==> src/rtl/bitbrick_pkg.sv <==
// bitbrick_pkg: shared widths, one-hot precision codes, shift constants and width helpers
package bitbrick_pkg;
  localparam int OP_W = 4;
  localparam int BRICK_W = 2;
  localparam logic [2:0] W1 = 3'b001;
  localparam logic [2:0] W2 = 3'b010;
  localparam logic [2:0] W4 = 3'b100;
  localparam logic [2:0] SH0 = 3'd0;
  localparam logic [2:0] SH2 = 3'd2;
  localparam logic [2:0] SH4 = 3'd4;
  function automatic logic is_legal(input logic [2:0] w);
    return (w == W1) || (w == W2) || (w == W4);
  endfunction
  function automatic logic [2:0] norm_w(input logic [2:0] w);
    return ((w == W1) || (w == W4)) ? w : W2;
  endfunction
endpackage

==> src/rtl/bitbrick_decomposer_if.sv <==
// bitbrick_decomposer_if: operand-pair input (in_*/weight_*/s_valid/s_ready) and brick output (brick_*/err) bundle
interface bitbrick_decomposer_if;
  import bitbrick_pkg::*;
  logic [OP_W-1:0] in_data;
  logic [OP_W-1:0] weight_data;
  logic [2:0] in_width;
  logic [2:0] weight_width;
  logic in_signed;
  logic weight_signed;
  logic s_valid;
  logic s_ready;
  logic [BRICK_W-1:0] brick_x;
  logic [BRICK_W-1:0] brick_y;
  logic brick_x_sign;
  logic brick_y_sign;
  logic [2:0] brick_shift;
  logic brick_valid;
  logic brick_ready;
  logic brick_last;
  logic err;
  modport slave (
    input in_data, weight_data, in_width, weight_width, in_signed, weight_signed, s_valid, brick_ready,
    output s_ready, brick_x, brick_y, brick_x_sign, brick_y_sign, brick_shift, brick_valid, brick_last, err
  );
  modport master (
    output in_data, weight_data, in_width, weight_width, in_signed, weight_signed, s_valid, brick_ready,
    input s_ready, brick_x, brick_y, brick_x_sign, brick_y_sign, brick_shift, brick_valid, brick_last, err
  );
endinterface

==> src/rtl/brick_slicer.sv <==
// brick_slicer: operand data_i, normalized width_i, signed_i, half-select hi_i in; brick_o and its sign_o out
module brick_slicer
  import bitbrick_pkg::*;
(
  input  logic [OP_W-1:0]    data_i,
  input  logic [2:0]         width_i,
  input  logic               signed_i,
  input  logic               hi_i,
  output logic [BRICK_W-1:0] brick_o,
  output logic               sign_o
);
  assign brick_o = (width_i == W1) ? {1'b0, data_i[0]} :
                   (width_i == W4 && hi_i) ? data_i[OP_W-1:BRICK_W] : data_i[BRICK_W-1:0];
  assign sign_o = (width_i == W1) ? 1'b0 : (width_i == W4) ? (hi_i & signed_i) : signed_i;
endmodule

==> src/rtl/bitbrick_decomposer.sv <==
// bitbrick_decomposer: clk/rst plus bus (slave) taking an operand pair and issuing shift-tagged 2-bit brick pairs
module bitbrick_decomposer
  import bitbrick_pkg::*;
(
  input logic clk,
  input logic rst,
  bitbrick_decomposer_if.slave bus
);
  localparam logic [0:0] IDLE = 1'b0;
  localparam logic [0:0] ISSUE = 1'b1;
  logic [0:0] state_q, state_d;
  logic [OP_W-1:0] x_q, x_d, y_q, y_d;
  logic [2:0] xw_q, xw_d, yw_q, yw_d;
  logic xs_q, xs_d, ys_q, ys_d, err_q, err_d;
  logic [1:0] idx_q, idx_d, last_idx;
  logic x4, y4, xhi, yhi, last, xfer, accept;
  assign x4 = xw_q == W4;
  assign y4 = yw_q == W4;
  assign last_idx = (x4 && y4) ? 2'd3 : (x4 || y4) ? 2'd1 : 2'd0;
  assign last = idx_q == last_idx;
  assign bus.brick_valid = state_q == ISSUE;
  assign bus.brick_last = bus.brick_valid && last;
  assign xfer = bus.brick_valid && bus.brick_ready;
  assign bus.s_ready = !rst && ((state_q == IDLE) || (xfer && last));
  assign accept = bus.s_valid && bus.s_ready;
  assign xhi = x4 && idx_q[0];
  assign yhi = y4 && (x4 ? idx_q[1] : idx_q[0]);
  assign bus.brick_shift = (xhi && yhi) ? SH4 : (xhi || yhi) ? SH2 : SH0;
  assign bus.err = err_q;
  always_comb begin
    state_d = accept ? ISSUE : (xfer && last) ? IDLE : state_q;
    idx_d = accept ? 2'd0 : xfer ? idx_q + 2'd1 : idx_q;
    x_d = accept ? bus.in_data : x_q;
    y_d = accept ? bus.weight_data : y_q;
    xw_d = accept ? norm_w(bus.in_width) : xw_q;
    yw_d = accept ? norm_w(bus.weight_width) : yw_q;
    xs_d = accept ? bus.in_signed : xs_q;
    ys_d = accept ? bus.weight_signed : ys_q;
    err_d = accept && !(is_legal(bus.in_width) && is_legal(bus.weight_width));
  end
  always_ff @(posedge clk or posedge rst) begin
    if (rst) begin
      state_q <= IDLE;
      idx_q <= '0;
      x_q <= '0;
      y_q <= '0;
      xw_q <= '0;
      yw_q <= '0;
      xs_q <= 1'b0;
      ys_q <= 1'b0;
      err_q <= 1'b0;
    end else begin
      state_q <= state_d;
      idx_q <= idx_d;
      x_q <= x_d;
      y_q <= y_d;
      xw_q <= xw_d;
      yw_q <= yw_d;
      xs_q <= xs_d;
      ys_q <= ys_d;
      err_q <= err_d;
    end
  end
  brick_slicer u_x (
    .data_i(x_q), .width_i(xw_q), .signed_i(xs_q), .hi_i(xhi),
    .brick_o(bus.brick_x), .sign_o(bus.brick_x_sign)
  );
  brick_slicer u_y (
    .data_i(y_q), .width_i(yw_q), .signed_i(ys_q), .hi_i(yhi),
    .brick_o(bus.brick_y), .sign_o(bus.brick_y_sign)
  );
endmodule

==> src/flat_wrapper.sv <==
// flat-port wrapper written by rule: the top's interface ports become plain ports
module bitbrick_decomposer_flat import bitbrick_pkg::*;
  (clk, rst, bus_in_data, bus_weight_data, bus_in_width, bus_weight_width, bus_in_signed, bus_weight_signed, bus_s_valid, bus_brick_ready, bus_s_ready, bus_brick_x, bus_brick_y, bus_brick_x_sign, bus_brick_y_sign, bus_brick_shift, bus_brick_valid, bus_brick_last, bus_err);
  bitbrick_decomposer_if bus_i ();
  input logic clk;
  input logic rst;
  input wire logic [$bits(bus_i.in_data)-1:0] bus_in_data;
  input wire logic [$bits(bus_i.weight_data)-1:0] bus_weight_data;
  input wire logic [$bits(bus_i.in_width)-1:0] bus_in_width;
  input wire logic [$bits(bus_i.weight_width)-1:0] bus_weight_width;
  input wire logic [$bits(bus_i.in_signed)-1:0] bus_in_signed;
  input wire logic [$bits(bus_i.weight_signed)-1:0] bus_weight_signed;
  input wire logic [$bits(bus_i.s_valid)-1:0] bus_s_valid;
  input wire logic [$bits(bus_i.brick_ready)-1:0] bus_brick_ready;
  output wire logic [$bits(bus_i.s_ready)-1:0] bus_s_ready;
  output wire logic [$bits(bus_i.brick_x)-1:0] bus_brick_x;
  output wire logic [$bits(bus_i.brick_y)-1:0] bus_brick_y;
  output wire logic [$bits(bus_i.brick_x_sign)-1:0] bus_brick_x_sign;
  output wire logic [$bits(bus_i.brick_y_sign)-1:0] bus_brick_y_sign;
  output wire logic [$bits(bus_i.brick_shift)-1:0] bus_brick_shift;
  output wire logic [$bits(bus_i.brick_valid)-1:0] bus_brick_valid;
  output wire logic [$bits(bus_i.brick_last)-1:0] bus_brick_last;
  output wire logic [$bits(bus_i.err)-1:0] bus_err;
  assign bus_i.in_data = bus_in_data;
  assign bus_i.weight_data = bus_weight_data;
  assign bus_i.in_width = bus_in_width;
  assign bus_i.weight_width = bus_weight_width;
  assign bus_i.in_signed = bus_in_signed;
  assign bus_i.weight_signed = bus_weight_signed;
  assign bus_i.s_valid = bus_s_valid;
  assign bus_i.brick_ready = bus_brick_ready;
  assign bus_s_ready = bus_i.s_ready;
  assign bus_brick_x = bus_i.brick_x;
  assign bus_brick_y = bus_i.brick_y;
  assign bus_brick_x_sign = bus_i.brick_x_sign;
  assign bus_brick_y_sign = bus_i.brick_y_sign;
  assign bus_brick_shift = bus_i.brick_shift;
  assign bus_brick_valid = bus_i.brick_valid;
  assign bus_brick_last = bus_i.brick_last;
  assign bus_err = bus_i.err;
  bitbrick_decomposer u_core (.clk(clk), .rst(rst), .bus(bus_i));
endmodule
==> config.mk <==
export PLATFORM = sky130hd
export DESIGN_NAME = bitbrick_decomposer_flat
export DESIGN_NICKNAME = d
export VERILOG_FILES = /design/src/rtl/bitbrick_pkg.sv /design/src/rtl/bitbrick_decomposer_if.sv /design/src/rtl/brick_slicer.sv /design/src/rtl/bitbrick_decomposer.sv /design/src/flat_wrapper.sv
export SDC_FILE = /design/constraint.sdc
export NUM_CORES = 1
export LEC_CHECK = 0
export CORE_MARGIN = 5
export CORE_UTILIZATION = 47
export CTS_CLUSTER_DIAMETER = 120
export DETAILED_ROUTE_END_ITERATION = 16
export PLACE_DENSITY = 0.82
export SLEW_MARGIN = 0
export SYNTH_ARGS = -nofsm -noshare
export SYNTH_HDL_FRONTEND = slang
export SYNTH_SLANG_ARGS = --single-unit
==> constraint.sdc <==
create_clock -name clk -period 2 [get_ports clk]
set_input_delay 0.3 -clock clk [delete_from_list [all_inputs] [get_ports clk]]
set_output_delay 0.3 -clock clk [all_outputs]
set_load 0.01 [all_outputs]
==> qor.yml, run 1 <==
setup_path:
  worstPathRequired_ns: 1.70
  arrival_ns: 1.97
  path_class: "flip-flop to output pin"
  worstPathMaxFanout: 3
  cp.buffers_inverters: 2
  critPathMaxStageDelay_ns: 0.42
  timing.rr.end: "u_core.xw_q[1]$_DFFE_PP0P_"
  worst_setup_path_end_kind: "output pin"
  timing.rr.start: "u_core.yw_q[1]$_DFFE_PP0P_"
  cp_top_family: "flip-flops"
  reg2reg_slack_ns: -0.24
  cp_slowest_cell: "dfrtp_1"
  cp-start-kind: "flip-flop"
  crit_chain: "nor3b_2, buf_4, mux2_2, a21oi_1, o21ai_0, nand2_1, buf_2"
  rr_worst_depth: 9
job:
  drv_cap: 0
sta:
  hold_ws_ns: 0.382
  hold_viol_final: 0
  slew_viol_final: 0
  fmax_mhz: 441
  rsz0062_at_grt: "true"
  tns_ns: -2.66
  post-route-min-period_ns: 2.27
  finalSetupViolations: 18
  finalCritPeriodShare_pct: 113
  fin_skew_ns: 0.00371
  layout_setup_ws_ns: -0.266
power:
  power_density_nw_per_um2: 1520
  p_leak_nw: 1.04
  max-vdd-ir-drop_mv: 0.769
die:
  die_x_um: 69.6
  start_util_pct: 49.2
  ios: 33
  die-area_sq_um: 4840
  die_h_um: 69.6
  core_sq_um: 3390
  row_count: 21
clock_tree:
  clock_tree.buffer_depth: 2
  cts-root-buf: "clkbuf_4"
  cts_hold_buf: 0
  h-tree-depth: 1
  clkSinkCount: 20
  cts_tree: "built"
  clock_latency_ns: 0.31
  clk_pin_slew_worst_paths_ns: 0.12
  cts_made_buffers: 3
grt:
  track_usage_pct: 20.3
  grt_pass1_vias: 1772
  grt_pass1_wl_mm: 8.19
  antenna_found_initial: 0
  grt_max_degree: 32
  grt_overflow: 0
route:
  num_vias: 1960
  drt_iter0_markers: 153
  dr.pass1.iters: 4
  drc_errors: 0
  wl_per_cell_um: 17.6
  vias_per_cell: 6.20
  ant_nets: 0
  wirelength_mm: 5.55
finish:
  fin_nets: 292
  final_common_cell: "nand3_1"
  fin_util_pct: 75.5
  final_cell_mix: "32 x nand3_1, 28 x nand2_1, 25 x buf_4, 21 x clkdlybuf4s50_1, 20 x dfrtp_1"
  antenna_cells: 0
  num-fill-cells: 222
  drive_above_1_share_pct: 33.3
  area_growth_pct: 53.5
place:
  gp_congestion: 0.896
  portBuffers: 31
  dp_worst_setup_slack_ns: -0.266
  dp_hpwl_mm: 3.09
synthesis:
  yosysWarningCount: 0
  seq_area_frac_synth_pct: 30.0
  yosys.cell_types.count: 43
  synth.net_count: 234
  avgSynthCellArea_sq_um: 7.83
  ys_ff_latch: 20
  ys.flop_type: "dfrtp_1"
  synthCells: 213
  async_reset_ff_share_pct: 100
  synth_edf_count: 0
  synth.cell_area_sq_um: 1670
outcome:
  violations: "negative setup slack"
  status: "complete, but fails checks"
hold_path:
  hp-class: "primary input to async pin"
worst min-delay path, delay by kind of cell:
family	cells	cell delay, ns
buf+inv	3	0.80
area by class of cell:
class                   count  area [sq um]  area share [%]
inverters                   4          15.0           0.587
repair buffers             75           741            28.9
well taps                  46          57.6            2.25
multi-input cells         167          1210            47.3
flip-flops and latches     20           500            19.6
clock buffers               4          36.3            1.42
per-layer routing:
| metal | up-vias | part of all wire [%] | track usage [%] |
|---|---|---|---|
| met1 | 968 | 40 | 24.4 |
| li1 | 898 | - | - |
| met3 | 10 | 5.9 | 2.75 |
| met2 | 84 | 52 | 36.2 |
| met4 | 0 | 1.4 | 7.81 |
| met5 | - | 0 | 0 |
where the power goes:
| part | internal (W) | switching [W] |
|---|---|---|
| Clock | 0.000111 | 0.000138 |
| Combinational | 0.00153 | 0.00132 |
| Sequential | 0.000574 | 0.000211 |
cells by family (layout without fill, tap and decap cells):
kind of cell               Yosys count  after routing  share of synthesized area, %
and+or+nand+nor                    114            114                          35.9
xor gates and xnor gates             5              5                          2.63
AOI/OAI and AO/OA                   40             40                          19.2
other                                1              1                         0.225
buffers and inverters               26             83                          7.35
muxes                                6              6                          3.90
adders and majority gates            1              1                         0.750
DFF                                 20             20                          30.0
sequential cells by signal (all words and copies together), names as in the netlist:
signal and flops:
u_core.x_q 4, u_core.ys_q 1, u_core.yw_q 3, u_core.idx_q 2, u_core.y_q 4, u_core.xw_q 3
u_core.bus.err 1, u_core.xs_q 1, u_core.bus.brick_valid 1
synthesized netlist by cell type, drive strengths merged (3+ instances only):
master	number	share of area [%]
a21oi	6	1.8
a221oi	4	3.2
a311o	9	5.4
a31oi	3	1.1
buf	7	3.1
clkbuf	15	3.4
dfrtp	20	30
inv	4	0.90
mux2	4	2.7
nand2	28	6.3
nand3	35	11
nand3b	10	4.5
nor2	17	3.8
nor2b	3	1.1
nor3	4	1.8
nor3b	4	2.4
o211ai	4	1.8
o21a	3	1.4
o21ai	5	1.5
xnor2	4	2.1
worst max path at each step:
| stage | from | to | slack [ns] | cells after the start |
|---|---|---|---|---|
| after floorplan | u_core.yw_q[0]$_DFFE_PP0P_ | bus_brick_last | 0.07 | 6 |
| after global placement | u_core.yw_q[0]$_DFFE_PP0P_ | bus_brick_last | -0.26 | 6 |
| after detailed placement | u_core.yw_q[0]$_DFFE_PP0P_ | bus_brick_last | -0.27 | 6 |
| after CTS | u_core.xw_q[1]$_DFFE_PP0P_ | bus_brick_y_sign | -0.25 | 7 |
| after global routing | u_core.xw_q[0]$_DFFE_PP0P_ | bus_brick_y[1] | -0.35 | 7 |
| final | u_core.xw_q[1]$_DFFE_PP0P_ | bus_brick_y[1] | -0.27 | 7 |
per-stage QoR:
stage          power (W)  instances  area, sq um
6_report         0.00389        316         2560
5_1_grt          0.00412        316         2560
4_1_cts          0.00312        305         2320
3_5_place_dp     0.00268        293         2140
3_3_place_gp     0.00263        293         2140
2_1_floorplan    0.00198        213         1670
timing repair:
action,CTS,global route
pin swaps,9,23
setup buffers,10,11
setup endpoints to repair,21,27
cloned,0,2
gates resized for setup,61,36
(Power assumes the default switching activity.)
==> run 2, diff against run 1 <==
--- a/config.mk
+++ b/config.mk
@@ -5,10 +5,12 @@
 export SDC_FILE = /design/constraint.sdc
 export NUM_CORES = 1
 export LEC_CHECK = 0
+export CAP_MARGIN = 20
 export CORE_MARGIN = 5
 export CORE_UTILIZATION = 47
 export CTS_CLUSTER_DIAMETER = 120
 export DETAILED_ROUTE_END_ITERATION = 16
+export GPL_ROUTABILITY_DRIVEN = 0
 export PLACE_DENSITY = 0.82
 export SLEW_MARGIN = 0
 export SYNTH_ARGS = -nofsm -noshare
==> results of run 2 <==
The final DEF is identical to that of run 1; final timing and power are the same.
